File: src/rtl/bp_fe_pkg.sv
// Shared front-end types: fetch-queue packet layout, pairer state and PC step.
`ifndef BP_FE_PKG_DEFS
`define BP_FE_PKG_DEFS
`define BP_FE_QUEUE_WIDTH(vaddr_width_mp, branch_metadata_fwd_width_mp) \
    (1 + (vaddr_width_mp) + 32 + (branch_metadata_fwd_width_mp))
`endif

package bp_fe_pkg;

    typedef enum logic {
        e_bp_default_cfg = 1'b0
    } bp_params_e;

    localparam int unsigned bp_vaddr_width               = 39;
    localparam int unsigned bp_branch_metadata_fwd_width = 36;
    localparam int unsigned bp_instr_width               = 32;
    localparam int unsigned bp_exception_code_width      = 4;
    localparam int unsigned bp_exception_pad_width       =
        bp_instr_width + bp_branch_metadata_fwd_width - bp_exception_code_width;

    // Byte distance between consecutive sequential instructions
    localparam int unsigned bp_pc_step = 4;

    typedef enum logic {
        e_pair_empty = 1'b0,
        e_pair_hold  = 1'b1
    } bp_fe_pair_state_e;

    typedef enum logic {
        e_fe_fetch     = 1'b0,
        e_fe_exception = 1'b1
    } bp_fe_queue_type_e;

    typedef struct packed {
        logic [bp_vaddr_width-1:0]               pc;
        logic [bp_instr_width-1:0]               instr;
        logic [bp_branch_metadata_fwd_width-1:0] branch_metadata_fwd;
    } bp_fe_fetch_s;

    typedef struct packed {
        logic [bp_vaddr_width-1:0]          vaddr;
        logic [bp_exception_code_width-1:0] exception_code;
        logic [bp_exception_pad_width-1:0]  padding;
    } bp_fe_exception_s;

    typedef union packed {
        bp_fe_fetch_s     fetch;
        bp_fe_exception_s exception;
    } bp_fe_msg_u;

    typedef struct packed {
        bp_fe_queue_type_e msg_type;
        bp_fe_msg_u        msg;
    } bp_fe_queue_s;

endpackage

File: src/rtl/bp_fe_pair_out_reg.sv
// Two-slot FE queue output register; slot 1 holds the older packet.
module bp_fe_pair_out_reg
    import bp_fe_pkg::*;
(
    input  logic         clk,
    input  logic         reset_n,
    input  logic         flush,
    input  logic         load,
    input  logic         load_pair,
    input  bp_fe_queue_s slot1_next,
    input  bp_fe_queue_s slot2_next,
    input  logic         ready,
    output bp_fe_queue_s slot1,
    output bp_fe_queue_s slot2,
    output logic         v1,
    output logic         v2,
    output logic         free_c
);

    // Loads only happen when free, so contents hold steady while stalled
    always_ff @(posedge clk) begin
        if (!reset_n) begin
            slot1 <= '0;
            slot2 <= '0;
            v1    <= 1'b0;
            v2    <= 1'b0;
        end else if (flush) begin
            v1 <= 1'b0;
            v2 <= 1'b0;
        end else if (load) begin
            slot1 <= slot1_next;
            slot2 <= load_pair ? slot2_next : bp_fe_queue_s'('0);
            v1    <= 1'b1;
            v2    <= load_pair;
        end else if (ready) begin
            v1 <= 1'b0;
            v2 <= 1'b0;
        end
    end

    assign free_c = ~v1 | ready;

endmodule

File: src/rtl/bp_fe_queue_pairer.sv
// Packs single fetch packets into dual-slot FE queue entries.
// Optional macro BP_FE_PAIRER_PC_CHECK_EN: pair only PC-contiguous fetches.
module bp_fe_queue_pairer
    import bp_fe_pkg::*;
#(
    parameter bp_params_e  bp_params_p = e_bp_default_cfg,
    parameter int unsigned timeout_p   = 4,
    localparam int unsigned vaddr_width_p               = bp_vaddr_width,
    localparam int unsigned branch_metadata_fwd_width_p = bp_branch_metadata_fwd_width,
    localparam int unsigned fe_queue_width_lp =
        `BP_FE_QUEUE_WIDTH(vaddr_width_p, branch_metadata_fwd_width_p)
) (
    input  logic                         clk_i,
    input  logic                         reset_n_i,
    input  logic [fe_queue_width_lp-1:0] fetch_i,
    input  logic                         fetch_v_i,
    output logic                         fetch_ready_o,
    input  logic                         flush_i,
    output logic [fe_queue_width_lp-1:0] fe_queue1_o,
    output logic [fe_queue_width_lp-1:0] fe_queue2_o,
    output logic                         fe_queue_v1_o,
    output logic                         fe_queue_v2_o,
    input  logic                         fe_queue_ready_i
);

    localparam int unsigned cnt_width_lp = (timeout_p > 0) ? $clog2(timeout_p + 1) : 1;
    localparam logic [cnt_width_lp-1:0] timeout_lp = cnt_width_lp'(timeout_p);

    if ((bp_params_p != e_bp_default_cfg) || (fe_queue_width_lp != $bits(bp_fe_queue_s))) begin : g_cfg_err
        $error("bp_fe_queue_pairer: unsupported configuration");
    end

    bp_fe_queue_s             fetch_s;
    bp_fe_queue_s             hold_r;
    bp_fe_queue_s             out1;
    bp_fe_queue_s             out2;
    bp_fe_pair_state_e        state_r;
    logic [cnt_width_lp-1:0]  wait_cnt_r;

    logic hold_v;
    logic out_free;
    logic acc;
    logic pairable;
    logic timed_out;
    logic emit_pair;
    logic emit_single;
    logic emit;
    logic load_hold;

    assign fetch_s       = bp_fe_queue_s'(fetch_i);
    assign hold_v        = (state_r == e_pair_hold);
    assign fetch_ready_o = reset_n_i & ~flush_i & (~hold_v | out_free);
    assign acc           = fetch_v_i & fetch_ready_o;

`ifdef BP_FE_PAIRER_PC_CHECK_EN
    logic [vaddr_width_p-1:0] next_pc;
    assign next_pc  = hold_r.msg.fetch.pc + vaddr_width_p'(bp_pc_step);
    assign pairable = (hold_r.msg_type == e_fe_fetch)
                    & (fetch_s.msg_type == e_fe_fetch)
                    & (fetch_s.msg.fetch.pc == next_pc);
`else
    assign pairable = (hold_r.msg_type == e_fe_fetch)
                    & (fetch_s.msg_type == e_fe_fetch);
`endif

    // Exceptions never wait for a partner; instructions wait up to timeout_p idle cycles
    assign timed_out   = (hold_r.msg_type == e_fe_exception) | (wait_cnt_r == timeout_lp);
    assign emit_pair   = hold_v & out_free & acc & pairable;
    assign emit_single = hold_v & out_free & (acc ? ~pairable : timed_out);
    assign emit        = emit_pair | emit_single;
    assign load_hold   = acc & (~hold_v | ~pairable);

    always_ff @(posedge clk_i) begin
        if (!reset_n_i) begin
            state_r    <= e_pair_empty;
            hold_r     <= '0;
            wait_cnt_r <= '0;
        end else if (flush_i) begin
            state_r    <= e_pair_empty;
            wait_cnt_r <= '0;
        end else if (load_hold) begin
            state_r    <= e_pair_hold;
            hold_r     <= fetch_s;
            wait_cnt_r <= '0;
        end else if (emit) begin
            state_r <= e_pair_empty;
        end else if (hold_v && (wait_cnt_r != timeout_lp)) begin
            wait_cnt_r <= wait_cnt_r + cnt_width_lp'(1);
        end
    end

    bp_fe_pair_out_reg out_reg (
        .clk        (clk_i),
        .reset_n    (reset_n_i),
        .flush      (flush_i),
        .load       (emit),
        .load_pair  (emit_pair),
        .slot1_next (hold_r),
        .slot2_next (fetch_s),
        .ready      (fe_queue_ready_i),
        .slot1      (out1),
        .slot2      (out2),
        .v1         (fe_queue_v1_o),
        .v2         (fe_queue_v2_o),
        .free_c     (out_free)
    );

    assign fe_queue1_o = out1;
    assign fe_queue2_o = out2;

endmodule
File: config.mk
export PLATFORM = sky130hd
export DESIGN_NAME = bp_fe_queue_pairer
export DESIGN_NICKNAME = d
export VERILOG_FILES = /design/src/rtl/bp_fe_pkg.sv /design/src/rtl/bp_fe_pair_out_reg.sv /design/src/rtl/bp_fe_queue_pairer.sv
export SDC_FILE = /design/constraint.sdc
export NUM_CORES = 1
export LEC_CHECK = 0
export ABC_CLOCK_PERIOD_IN_PS = 2200
export CAP_MARGIN = 20
export CORE_ASPECT_RATIO = 0.5
export CORE_MARGIN = 8
export CORE_UTILIZATION = 35
export DETAILED_ROUTE_END_ITERATION = 10
export GPL_ROUTABILITY_DRIVEN = 0
export REMOVE_ABC_BUFFERS = 1
export SETUP_SLACK_MARGIN = 0.2
export SLEW_MARGIN = 10
export SYNTH_ARGS = -nofsm -noshare
export SYNTH_HDL_FRONTEND = slang
export SYNTH_HIERARCHICAL = 1
export SYNTH_SLANG_ARGS = --single-unit
File: constraint.sdc
create_clock -name clk_i -period 2.2 [get_ports clk_i]
set_input_delay 0.22 -clock clk_i [delete_from_list [all_inputs] [get_ports clk_i]]
set_output_delay 0.22 -clock clk_i [all_outputs]
set_load 0.01 [all_outputs]
==> results of run 1 <==
-- cells in the final DEF, fill, tap and decap left out, types with 2 or more instances in the layout --
master           synthesis  layout
clkbuf_8                 0       8
a21boi_1               151     155
clkinv_2                 0       9
nand4b_1                 2       2
mux2i_1                109     109
nand3_1                109     104
nand2b_4                 0       2
nand2_4                  0       5
clkinvlp_4               0       3
nand2b_1                 4       2
inv_2                    0       2
a21oi_1                  2       2
a21boi_2                 0       7
clkbuf_16                0      36
buf_16                   0       7
buf_4                   19      24
buf_6                    6       3
a21boi_0                66      55
nor2_1                   4       4
clkdlybuf4s50_1          0     329
buf_12                   0      13
nand2_2                  0       2
and3_4                   0       2
bufinv_16                0       4
dfxtp_2                  0       3
dfxtp_1                330     327
nor2b_1                109     109
nand3_2                  0       4
nand2_1                327     320
-- registers in the layout, summed over array words and instances (netlist names) --
name / cells
out_reg/slot2: 108
hold_v: 1
wait_cnt_r: 3
out_reg/v2: 1
out_reg/v1: 1
hold_r: 108
out_reg/slot1: 108
-- power breakdown --
part	total (W)	switching (W)	internal, W
sequential	0.00608	0.0000385	0.00604
clock	0.00575	0.00240	0.00335
combinational	0.000719	0.000312	0.000408
-- per-layer routing --
layer  GRT usage  up-vias  routed length, µm
met1      0.1828     4926              15460
met5           0        -                  0
li1            -     5043                  -
met3     0.02350       74                955
met2      0.3339      158              21860
met4     0.06309        0               1362
-- per-stage QoR --
step / instance area, µm² / hold slack, ps / power [W]
after floorplan: 11980 / 348.2 / 0.006523
after global placement: 16370 / 434.2 / 0.006905
after detailed placement: 16370 / 442.6 / 0.006918
after CTS: 17580 / 176.3 / 0.01270
after global routing: 17940 / 197.0 / 0.01302
final: 17940 / 178.6 / 0.01255
-- area by class of cell --
class                      count  area [µm²]  share of cell area
sequential                   330        6610              0.3684
multi-input combinational    898        5508              0.3069
timing repair buffer         382        4094              0.2281
clock buffer                  39       885.9             0.04937
tap                          484       605.6             0.03375
clock inverter                19       227.7             0.01269
inverter                       3       11.26           0.0006275
antenna                        1       2.502           0.0001395
-- kinds of logic (layout without fill, tap and decap cells) --
kind of cell,count (synthesis),in the layout
xor+xnor,2,2
fa+ha+maj,2,2
buf+inv,111,443
compound gates,222,222
simple gates,563,563
flops,330,330
mux,109,109
other cells,0,1
-- how the worst max path moves through the flow --
stage,endpoint,cells past startpoint
after floorplan,wait_cnt_r[0],5
after global placement,out_reg/slot2[61],10
after detailed placement,out_reg/slot2[36],10
after CTS,out_reg/slot2[100],11
after global routing,out_reg/slot2[12],11
final,out_reg/slot2[12],11
-- what timing repair did --
item,in CTS,in global routing
resized for setup,8,46
endpoints found under the hold margin,0,0
setup buffers,3,6
hold buffers,0,0
endpoints found under the setup margin,104,167
cloned,1,7
pin swaps,0,18
-- worst max-delay path, stage by stage (launching register included) --
cell and delay [ps]:
dfxtp_2 350, inv_2 50, ha_4 150, a21o_1 140
o21a_1 190, and2_4 180, and2b_4 170, buf_12 150
buf_12 150, clkbuf_16 180, nand3_1 90, a21boi_1 60
-- synthesized netlist by cell type (all sizes together) --
cell type	instances
and2b	1
and2	2
nor3b	2
nand2b	4
xor2	1
nand4	1
mux2i	109
dfxtp	330
ha	2
o21a	1
o21ai	1
nor2b	109
a21boi	217
nand4b	2
clkbuf	53
buf	55
and3	2
a21oi	2
nor2	4
a21o	1
nand2	327
inv	3
nand3	109
xnor2	1
==> flow_metrics.py, run 1 <==
metrics = {
    "critical_path": {
        "crit_arrival_ps": 2450,
        "setup.worst_path.start": "wait_cnt_r[1]",
        "crit_type": "reg -> reg",
        "cp-start-kind": "flop",
        "worstReg2RegEnd": "out_reg/slot2[12]",
        "worst-r2r-setup-slack_ps": 210,
        "reg2regPathDepth": 11,
        "required_ps": 2660,
        "reg2reg_from": "wait_cnt_r[1]",
        "end_kind": "flop",
        "cp_max_fo": 8,
    },
    "synthesis": {
        "yosysSeqAreaShare": 0.5268,
        "synth_area_per_cell_um2": 9.365,
        "yosys_warnings": 6,
        "synth_top_area_frac": 0.5268,
        "syn_inst": 1339,
        "ys_ff_latch": 330,
        "yosysUniqueCellTypes": 29,
        "synth_area_leaders": "dfxtp_1, nand2_1, a21boi_1, mux2i_1, nor2b_1",
        "synth_top_area_cell": "dfxtp_1",
        "synth_mux_area_frac": 0.08701,
        "synth-xor-area-share": 0.001397,
        "synthAdderAreaFrac": 0.001996,
        "synth_compound_area_frac": 0.1323,
        "syn_area_um2": 12540,
        "yosys.area_share.simple": 0.2050,
        "synth_top_family_by_area": "simple AND/OR/NAND/NOR gates",
    },
    "clock_network": {
        "clock_path_buffers": 3,
        "clock_sinks": 330,
        "clkTransAtPathRegs_ps": 70,
        "insertion_delay_ps": 580,
        "cts_tree": "done",
        "cts_max_level": 1,
        "cts_root_buffer": "clkbuf_16",
        "numCtsBuffers": 31,
    },
    "sta": {
        "final.setup.tns_ps": 0,
        "period_needed_ps": 1987,
        "setup_ws_ps": 212.9,
        "final-hold-violation-count": 0,
        "finalCritPeriodShare": 0.9032,
        "slew_violations": 0,
        "worst_slew_pin_slew_ps": 785.1,
        "setup_viol": 0,
        "finClkSkew_ps": 11.41,
        "max_freq_mhz": 503.2,
        "slew_headroom": 0.4766,
        "rsz0062_at_grt": "yes",
    },
    "place": {
        "numPortBuffers": 331,
        "dp.cells": 2080,
        "pre_cts_ws_ps": -310.4,
        "dpl.hpwl_um": 27190,
    },
    "floorplanning": {
        "pin_count": 332,
        "core_um2": 35620,
        "start_util": 0.3520,
        "std_cell_rows": 49,
        "fp.dieArea_um2": 42510,
        "die_h_um": 149.8,
        "die_x_um": 283.7,
    },
    "finish": {
        "nets": 1761,
        "stdcell_count": 2156,
        "fin_util": 0.5038,
        "syn_to_final_growth_pct": 43.11,
        "drive_above_1_share": 0.08498,
        "n_fill_cell": 3259,
    },
    "routing": {
        "wl_per_cell_um": 18.39,
        "first_iter_violations": 554,
        "drt_first_pass_iters": 5,
        "drt-total-wl_um": 39640,
        "drc_errors": 0,
        "viasPerCell": 4.731,
        "vias": 10200,
        "postRouteAntennaNets": 0,
    },
    "global_route": {
        "antenna_found_initial": 0,
        "grt_pass1_vias": 10050,
        "grt_max_degree": 218,
        "grt_usage": 0.1690,
        "globalRoute.totalOverflow": 0,
        "grt_first_pass_wirelength_um": 58590,
    },
    "power_and_ir_drop": {
        "p_leak_nw": 6.744,
        "vdd_drop_max_uv": 522.7,
        "power_density_nw_per_um2": 699.2,
    },
    "hold_path": {
        "whs_endpoint": "out_reg/slot2[61]",
        "min_from": "reset_n_i",
        "min_path_cells": 3,
        "hold_class": "in -> reg",
    },
    "flow_run": {
        "cap_violations": 0,
    },
    "outcome": {
        "outcome": "completed",
    },
}
Note: power is estimated with default switching activity, not from simulation.
==> run 2: changes to the inputs <==
- CAP_MARGIN: 20 -> 25
- MAX_ROUTING_LAYER: default -> met4
==> run 2 against run 1 <==
Count of clock-buffer cells in the layout is the same. Clock skew is 1.6 ps lower. Core utilization down 0.16 points. Final cell count shrank 0.14%. Largest power group unchanged. Highest routed layer unchanged.
==> flow_metrics.py, run 2 (synthesized netlist as in run 1, its figures left out) <==
metrics = {
    "critical_path": {
        "cp_cell_sequence": "inv_2, ha_4, a21o_1, o21a_1, and2_4, and2b_4, buf_12, buf_12, clkbuf_16, nand3_1, a21boi_1",
        "worst-r2r-setup-slack_ps": 220,
        "cp-start-kind": "flop",
        "worstReg2RegEnd": "out_reg/slot2[12]",
        "crit_type": "reg -> reg",
        "cp_max_fo": 8,
        "reg2reg_from": "wait_cnt_r[1]",
        "setup.worst_path.start": "wait_cnt_r[1]",
        "slowest_stage": "dfxtp_2",
        "critPathMaxStageDelay_ps": 350,
        "crit_end": "out_reg/slot2[12]",
        "reg2regPathDepth": 11,
        "required_ps": 2670,
        "crit_arrival_ps": 2450,
        "end_kind": "flop",
        "path_common_cell": "buf_12",
    },
    "global_route": {
        "grt_first_pass_wirelength_um": 58680,
        "grt_max_degree": 218,
        "globalRoute.totalOverflow": 0,
        "grt_usage": 0.1743,
        "antenna_found_initial": 0,
        "grt_pass1_vias": 10050,
    },
    "floorplanning": {
        "fp.dieArea_um2": 42510,
        "die_x_um": 283.7,
        "start_util": 0.3520,
        "die_h_um": 149.8,
        "pin_count": 332,
        "core_um2": 35620,
        "std_cell_rows": 49,
    },
    "routing": {
        "drt-total-wl_um": 39400,
        "drt_first_pass_iters": 5,
        "viasPerCell": 4.721,
        "wl_per_cell_um": 18.30,
        "postRouteAntennaNets": 0,
        "first_iter_violations": 517,
        "drc_errors": 0,
        "vias": 10170,
    },
    "place": {
        "dpl-instance-area_um2": 16370,
        "numPortBuffers": 331,
        "dpl.hpwl_um": 27190,
        "pre_cts_ws_ps": -310.4,
    },
    "finish": {
        "final_area_um2": 17890,
        "nets": 1759,
        "antennaDiodeCount": 0,
        "syn_to_final_growth_pct": 42.66,
        "n_fill_cell": 3261,
        "mostFrequentLayoutCell": "clkdlybuf4s50_1",
        "drive_above_1_share": 0.08149,
        "layout_common_cells": "clkdlybuf4s50_1, dfxtp_1, nand2_1",
        "reg_top3": "hold_r x108, out_reg/slot1 x108, out_reg/slot2 x108",
    },
    "sta": {
        "max_freq_mhz": 505.5,
        "setup_ws_ps": 221.9,
        "setup_viol": 0,
        "final-hold-violation-count": 0,
        "rsz0062_at_grt": "yes",
        "slew_headroom": 0.5097,
        "whs_ps": 209.1,
        "final.setup.tns_ps": 0,
        "slew_violations": 0,
        "finClkSkew_ps": 9.792,
        "finalCritPeriodShare": 0.8991,
        "worst_slew_pin_slew_ps": 735.4,
        "period_needed_ps": 1978,
    },
    "power_and_ir_drop": {
        "fin_total_pwr_w": 0.01255,
        "power_density_nw_per_um2": 701.7,
        "vdd_drop_max_uv": 525.1,
        "p_leak_nw": 6.692,
    },
    "hold_path": {
        "hold_class": "in -> reg",
    },
    "flow_run": {
        "cap_violations": 0,
    },
    "clock_network": {
        "clock_sinks": 330,
        "cts_max_level": 1,
        "cts_root_buffer": "clkbuf_16",
        "insertion_delay_ps": 580,
        "numCtsBuffers": 31,
        "clock_path_buffers": 3,
        "cts_hold_buf": 0,
        "cts_tree": "done",
        "clkTransAtPathRegs_ps": 70,
    },
    "outcome": {
        "outcome": "completed",
    },
}
run 2: critical path, delay by kind of cell (launching register included):
family                     cells  cell delay [ps]
and+or+nand+nor                3              430
adders and majority gates      1              150
DFF                            1              350
buffers and inverters          4              520
AOI/OAI and AO/OA              3              390
run 2: stage by stage:
| stage | util | cells |
|---|---|---|
| finish | 0.5022 | 2153 |
| global route | 0.5022 | 2153 |
| CTS | 0.4934 | 2142 |
| detailed placement | 0.4596 | 2080 |
| global placement | 0.4596 | 2080 |
| floorplan | - | 1231 |
run 2: layout make-up:
class	instances	area, µm²	share of cell area
clock buffers	39	885.9	0.04952
clock inverters	19	227.7	0.01273
inverters	3	11.26	0.0006295
multi-input cells	898	5478	0.3062
flip-flops and latches	330	6610	0.3695
well taps	484	605.6	0.03385
repair buffers	380	4070	0.2275
run 2: layer usage:
metal	part of all wire	track usage	up-vias
met5	0	-	-
met3	0.025	0.02289	77
li1	-	-	5032
met1	0.39	0.1835	4886
met2	0.55	0.3344	170
met4	0.035	0.06309	0
run 2: worst min-delay path by stage:
| stage | startpoint | endpoint | slack, ps | cells after the start |
|---|---|---|---|---|
| finish | reset_n_i | out_reg/slot1[43] | 210 | 3 |
| global route | reset_n_i | out_reg/slot2[46] | 200 | 3 |
| CTS | reset_n_i | hold_v | 180 | 5 |
| detailed placement | out_reg/slot2[12] | out_reg/slot2[12] | 440 | 2 |
| global placement | hold_r[5] | out_reg/slot1[5] | 430 | 2 |
| floorplan | reset_n_i | hold_r[0] | 350 | 1 |
run 2: repair_timing:
action,in CTS,in global routing
setup endpoints to repair,104,169
buffers inserted,3,5
gates resized for setup,8,46
endpoints found under the hold margin,0,0
pin swaps,0,15
gates cloned,1,6
run 2: power by group:
group	internal [W]	switching, W
clock network	0.00335	0.00241
logic	0.000406	0.000311
registers	0.00604	0.0000377
total	0.00980	0.00276
